==> src/rtl/led_chaser_sequencer.sv <==
// rtl/led_chaser_sequencer.sv - 8-LED chaser sequencer: prescaled fill-left, fill-right, blink playlist
// NEXT skips straight to the following effect's entry value and restarts the step timebase.
module led_chaser_sequencer #(
   parameter int DIV       = 4,
   parameter int BLINK_CNT = 3
) (
   input  logic       Clk,
   input  logic       RST,
   input  logic       SS,
   input  logic       NEXT,
   output logic [7:0] LED,
   output logic [1:0] EFFECT,
   output logic       STEP_TICK,
   output logic       DONE
);

   typedef enum logic [1:0] {
      IDLE   = 2'd0,
      FILL_L = 2'd1,
      FILL_R = 2'd2,
      BLINK  = 2'd3
   } effect_t;

   localparam int PW = (DIV > 1) ? $clog2(DIV) : 1;
   localparam int BW = (BLINK_CNT > 1) ? $clog2(BLINK_CNT) : 1;
   localparam logic [PW-1:0] PRESC_LAST = PW'(DIV - 1);
   localparam logic [BW-1:0] BLINK_LAST = BW'(BLINK_CNT - 1);

   effect_t       effect_q, effect_d;
   logic [7:0]    led_q, led_d;
   logic [PW-1:0] presc_q, presc_d;
   logic [BW-1:0] bcnt_q, bcnt_d;
   logic          next_q, next_d;
   logic          done_q, done_d;
   logic          nedge;
   logic          tick;

   assign nedge     = NEXT && !next_q;
   assign tick      = SS && (presc_q == PRESC_LAST);
   assign STEP_TICK = tick;
   assign LED       = led_q;
   assign EFFECT    = effect_q;
   assign DONE      = done_q;

   always_comb begin
      effect_d = effect_q;
      led_d    = led_q;
      presc_d  = presc_q;
      bcnt_d   = bcnt_q;
      next_d   = NEXT;
      done_d   = 1'b0;

      if (nedge) begin
         // A skip wins over a coincident tick and restarts the timebase.
         presc_d = '0;
         bcnt_d  = '0;
         case (effect_q)
            IDLE, BLINK: begin
               effect_d = FILL_L;
               led_d    = 8'h01;
            end
            FILL_L: begin
               effect_d = FILL_R;
               led_d    = 8'h80;
            end
            FILL_R: begin
               effect_d = BLINK;
               led_d    = 8'h00;
            end
            default: begin
               effect_d = IDLE;
               led_d    = 8'h00;
            end
         endcase
      end else if (tick) begin
         presc_d = '0;
         case (effect_q)
            IDLE: begin
               effect_d = FILL_L;
               led_d    = 8'h01;
            end
            FILL_L: begin
               if (led_q != 8'hFF) begin
                  led_d = {led_q[6:0], 1'b1};
               end else begin
                  effect_d = FILL_R;
                  led_d    = 8'h80;
               end
            end
            FILL_R: begin
               if (led_q != 8'hFF) begin
                  led_d = {1'b1, led_q[7:1]};
               end else begin
                  effect_d = BLINK;
                  led_d    = 8'h00;
                  bcnt_d   = '0;
               end
            end
            BLINK: begin
               if (led_q == 8'h00) begin
                  led_d = 8'hFF;
               end else if (bcnt_q == BLINK_LAST) begin
                  // Only a natural end of the blink phase counts as a completed loop.
                  effect_d = FILL_L;
                  led_d    = 8'h01;
                  bcnt_d   = '0;
                  done_d   = 1'b1;
               end else begin
                  led_d  = 8'h00;
                  bcnt_d = bcnt_q + BW'(1);
               end
            end
            default: begin
               effect_d = IDLE;
               led_d    = 8'h00;
            end
         endcase
      end else if (SS) begin
         presc_d = presc_q + PW'(1);
      end
   end

   always_ff @(posedge Clk or posedge RST) begin
      if (RST) begin
         effect_q <= IDLE;
         led_q    <= 8'h00;
         presc_q  <= '0;
         bcnt_q   <= '0;
         next_q   <= 1'b0;
         done_q   <= 1'b0;
      end else begin
         effect_q <= effect_d;
         led_q    <= led_d;
         presc_q  <= presc_d;
         bcnt_q   <= bcnt_d;
         next_q   <= next_d;
         done_q   <= done_d;
      end
   end

endmodule

==> config.mk <==
export PLATFORM = sky130hd
export DESIGN_NAME = led_chaser_sequencer
export DESIGN_NICKNAME = d
export VERILOG_FILES = /design/src/rtl/led_chaser_sequencer.sv
export SDC_FILE = /design/constraint.sdc
export NUM_CORES = 1
export LEC_CHECK = 0
export ABC_AREA = 1
export BUFFER_PORTS_ARGS = -buffer_cell sky130_fd_sc_hd__buf_2
export CORE_MARGIN = 5
export CORE_UTILIZATION = 26
export CTS_BUF_LIST = sky130_fd_sc_hd__clkbuf_4 sky130_fd_sc_hd__clkbuf_8
export CTS_CLUSTER_DIAMETER = 200
export DETAILED_ROUTE_END_ITERATION = 10
export GPL_TIMING_DRIVEN = 0
export SKIP_CTS_REPAIR_TIMING = 1
export SYNTH_ARGS = -nofsm -noshare
export SYNTH_HDL_FRONTEND = slang
export SYNTH_SLANG_ARGS = --single-unit
export TNS_END_PERCENT = 100
==> constraint.sdc <==
create_clock -name Clk -period 4.1 [get_ports Clk]
set_input_delay 1.025 -clock Clk [delete_from_list [all_inputs] [get_ports Clk]]
set_output_delay 1.025 -clock Clk [all_outputs]
set_load 0.005 [all_outputs]
# Yosys cells after proc, flatten, opt, wreduce, memory -nomap -nowiden
# Index checks and enable logic that the tools add are counted.
op_classes:
  n_eq_ne: 10
  add_sub_neg: 2
  reduce_logical: 11
  mux: 30
op_table:
  columns: ["operator", "count"]
  rows:
  - ["$mux 8", 5]
  - ["$pmux 8 s4", 1]
  - ["$mux 2", 14]
  - ["$pmux 8 s3", 1]
  - ["$ne 3x3->1 const B", 4]
  - ["$eq 2x2->1 const B", 4]
  - ["$logic_not 8->1", 1]
  - ["$ne 8x8->1 const B", 1]
  - ["$pmux 2 s4", 1]
  - ["$mux 1", 6]
  - ["$pmux 2 s3", 1]
  - ["$reduce_bool 3->1", 2]
  - ["$reduce_and 5->1", 1]
  - ["$add 2x1->2 const B", 2]
  - ["$pmux 2 s2", 1]
  - ["$reduce_and 4->1", 1]
  - ["$eq 2x1->1 const B", 1]
  - ["$logic_and 1x1->1", 2]
  - ["$logic_not 2->1", 1]
  - ["$reduce_bool 2->1", 1]
  - ["$reduce_or 2->1", 1]
  - ["$logic_not 1->1", 1]
totals:
  ff_bits: 16
  out_inout_bits: 12
  inputBits: 4

# Longest topological paths before layout
logic_depth:
  word_depth: 6
  depth_mapped: 9
  ltp_nobuf: 9

# Worst setup path before layout
# OpenSTA, ideal clock, no wires.
synth_timing:
  path_kind: "input port to output port"
  from: "in SS"
  to: "out STEP_TICK"
  path_stages: 2
  arrival_time_ns: 1.217
  path_buffers: 0
  required_ns: 3.075
  slack_ns: 1.858
  cell_sequence: "nand2_1 -> inv_1"
synth_via:
  elab_chain_cells: 1
synth_rtl:
  columns: ["item", "line_no", "text"]
  rows:
  - ["start, declared", "9", "input logic SS,"]
  - ["$logic_and 1x1->1", "39", "assign tick = SS && (presc_q == PRESC_LAST);"]
  - ["end, declared", "13", "output logic STEP_TICK,"]
# No other way between the ends.

# Worst setup path after layout
# Ends and elaborated chain as after synthesis.

==> impl_metrics.tcl <==
set metrics [dict create \
    io_buffers 15 \
    syn_avg_cell_area_sq_um 7.345 \
    tritoncts "yes" \
    grt_overflow 0 \
    h-tree-depth 1 \
    rr_worst_depth 9 \
    timing.rr.start "EFFECT[0]" \
    drc 0 \
    worstPathArrival_ns 1.57 \
    placementRows 22 \
    r2r_end "bcnt_q[1]" \
    cpPeakStageDelay_ns 0.19 \
    power_switching_mw 0.2561 \
    multi_input_area_sq_um 531.8 \
    post-place-cells 202 \
    total_power_mw 0.6206 \
    ant_nets 0 \
    yosysWarnings 0 \
    dieArea_sq_mm 0.005280 \
    swShare_pct 41.26 \
    synth-edff-count 0 \
    clk_latency_ns 0.24 \
    antenna_found_initial 0 \
    core_area_sq_mm 0.003744 \
    ios 16 \
    hold_viol_final 0 \
    clock_skew_ns 0.001498 \
    whs_ns 0.5195 \
    dieHeight_microns 72.67 \
    worstSetupEndpoint "STEP_TICK" \
    outcome "finished, final reports clean" \
    path_cells "buf_2 -> nand2_1 -> inv_1 -> buf_2" \
    rsz0062_at_grt "no" \
    finalNonFillerCells 205 \
    routed_wl_mm 2.306 \
    p_int_mw 0.3646 \
    place_congestion 0.8146 \
    cp_max_fo 6 \
    vias_per_cell 4.424 \
    drive_gt1_share_pct 17.20 \
    initial_core_util_pct 27.27 \
    vdd_ir_drop_max_v 0.0001774 \
    hpwl_mm 1.735 \
    path_clk_slew_ns 0.06 \
    setup-violations-final 0 \
    worst_pin_slew_ns 0.6413 \
    cpMaxStageDelayCell "nand2_1" \
    ys_async_sr_fraction_pct 100.0 \
    path_delay_family "buffers and inverters" \
    tns_ns 0 \
    combPwrFrac_pct 43.7 \
    endpoint_kind "output pin" \
    hold_path.class "flip-flop to flip-flop" \
    synth_area_leaders "dfrtp_1 39%, nand2_1 13%, nand3_1 8.8%, ha_1 7.4%, inv_1 5.9%" \
    antennaDiodeCount 0 \
    drv_slew 0 \
    grt_pass1_wl_mm 3.988 \
    crit_buf_inv 3 \
    required_ns 3.07 \
    synth_nets 149 \
    netlist_instances 139 \
    area_growth_syn_to_layout_pct 17.28 \
    synth_top_area_cell "dfrtp_1" \
    synth_seq_cells 16 \
    grt_max_degree 17 \
    maxSlewHeadroom_pct 57.20 \
    clock_power_share_pct 18.6 \
    synth_top_area_share_pct 39.22 \
    fillCellCount 422 \
    p_per_area_mw_per_mm2 518.3 \
    grt_usage_pct 9.453 \
    startpoint "SS" \
    reg2reg_setup_slack_ns 2.48 \
    cp.depth 4 \
    drt_first_iter_violations 43 \
    p_seq_share_pct 37.6 \
    num_vias 907 \
    final_common_cell "nand2_1" \
    num-nets-final 169 \
    dieWidth_microns 72.67 \
    seq_area_frac_synth_pct 39.22 \
    first_global_vias 864 \
    firstDrtPassIters 4 \
    cts_buffers 3 \
    clockRootBuffer "clkbuf_8" \
    final_util_pct 31.99 \
    fmax_mhz 384.6 \
    leakage_nw 0.6573 \
    post_drt_wl_per_cell_microns 11.25 \
    worstSetupPathType "input pin to output pin" \
    yosysUniqueCellTypes 21 \
    maxCapViolCount 0 \
    period_needed_ns 2.600 \
    startpoint_type "input pin" \
    most-common-layout-cells "36 x nand2_1, 18 x nand3_1, 16 x dfrtp_1, 16 x inv_1, 16 x buf_2" \
    synth_area_sq_mm 0.001021 \
    path_common_cell "buf_2" \
    clk_path_buf_depth 2 \
    register_area_sq_um 400.4 \
    synth_ff_type "dfrtp_1" \
    cts.sinks 16 \
    fin_crit_sh_pct 63.41 \
]
## per-stage QoR
step / area, sq um / worst slack [ns]
after detailed placement: 1156 / 1.491
after CTS: 1197 / 1.488
after floorplan: 1021 / 1.858
after global routing: 1197 / 1.436
final: 1197 / 1.500
after global placement: 1156 / 1.479
## cell type report
| type | instances | share of cell area [%] |
|---|---|---|
| timing repair buffer | 15 | 6.270 |
| buffer | 4 | 2.403 |
| sequential | 16 | 33.44 |
| tap | 48 | 5.016 |
| inverter | 16 | 5.016 |
| clock buffer | 3 | 3.448 |
| multi-input combinational | 103 | 44.41 |
## flip-flops by register name, indices dropped and copies added (netlist names)
name,cells
next_q,1
bcnt_q,2
presc_q,2
EFFECT,2
DONE,1
LED,8
## power by group through the flow
| stage | Combinational, mW | Clock [mW] | Sequential [mW] |
|---|---|---|---|
| after floorplan | 0.201 | 0 | 0.230 |
| after global placement | 0.271 | 0 | 0.237 |
| after detailed placement | 0.272 | 0 | 0.237 |
| after CTS | 0.275 | 0.120 | 0.234 |
| after global routing | 0.314 | 0.124 | 0.243 |
| final | 0.272 | 0.115 | 0.234 |
## cell families (layout without fill, tap and decap cells)
group                      count (synthesis)  in the layout  share of synthesized area [%]
adders and majority gates                  6              6                          7.353
buffers and inverters                     20             38                          8.700
and+or+nand+nor                           77             77                          33.33
AOI/OAI and AO/OA                         19             19                          10.54
xor gates and xnor gates                   1              1                         0.8580
DFF                                       16             16                          39.22
## worst min-delay path, stage by stage, from the launching register on
cell     delay, ns
dfrtp_1       0.37
nand2_1       0.06
nand2_1       0.05
## cell usage after synthesis (2+ instances only)
cell      number
inv_1         16
o21bai_1       2
o21ai_0        5
o21ai_1        8
nor2_1        14
dfrtp_1       16
nor3_1         3
nand2_1       36
nand3_1       18
a21oi_1        3
nand2_4        2
ha_1           6
nand4_1        2
## how the worst min path moves through the flow
stage / endpoint / slack (ns) / from / cells past startpoint
after floorplan: bcnt_q[0] / 0.46 / bcnt_q[0] / 2
after global placement: bcnt_q[0] / 0.49 / bcnt_q[0] / 2
after detailed placement: bcnt_q[0] / 0.50 / bcnt_q[0] / 2
after CTS: bcnt_q[0] / 0.51 / bcnt_q[0] / 2
after global routing: bcnt_q[1] / 0.56 / bcnt_q[1] / 2
final: bcnt_q[0] / 0.52 / bcnt_q[0] / 2
## metal layers
| layer | vias up | part of all wire, % | track usage, % |
|---|---|---|---|
| met2 | 19 | 39 | 13.33 |
| met3 | 2 | 5.2 | 1.928 |
| met4 | 0 | 0.82 | 3.689 |
| met5 | - | 0 | 0 |
| met1 | 397 | 55 | 13.91 |
| li1 | 489 | - | - |
Note: power is estimated with default switching activity, not from simulation.
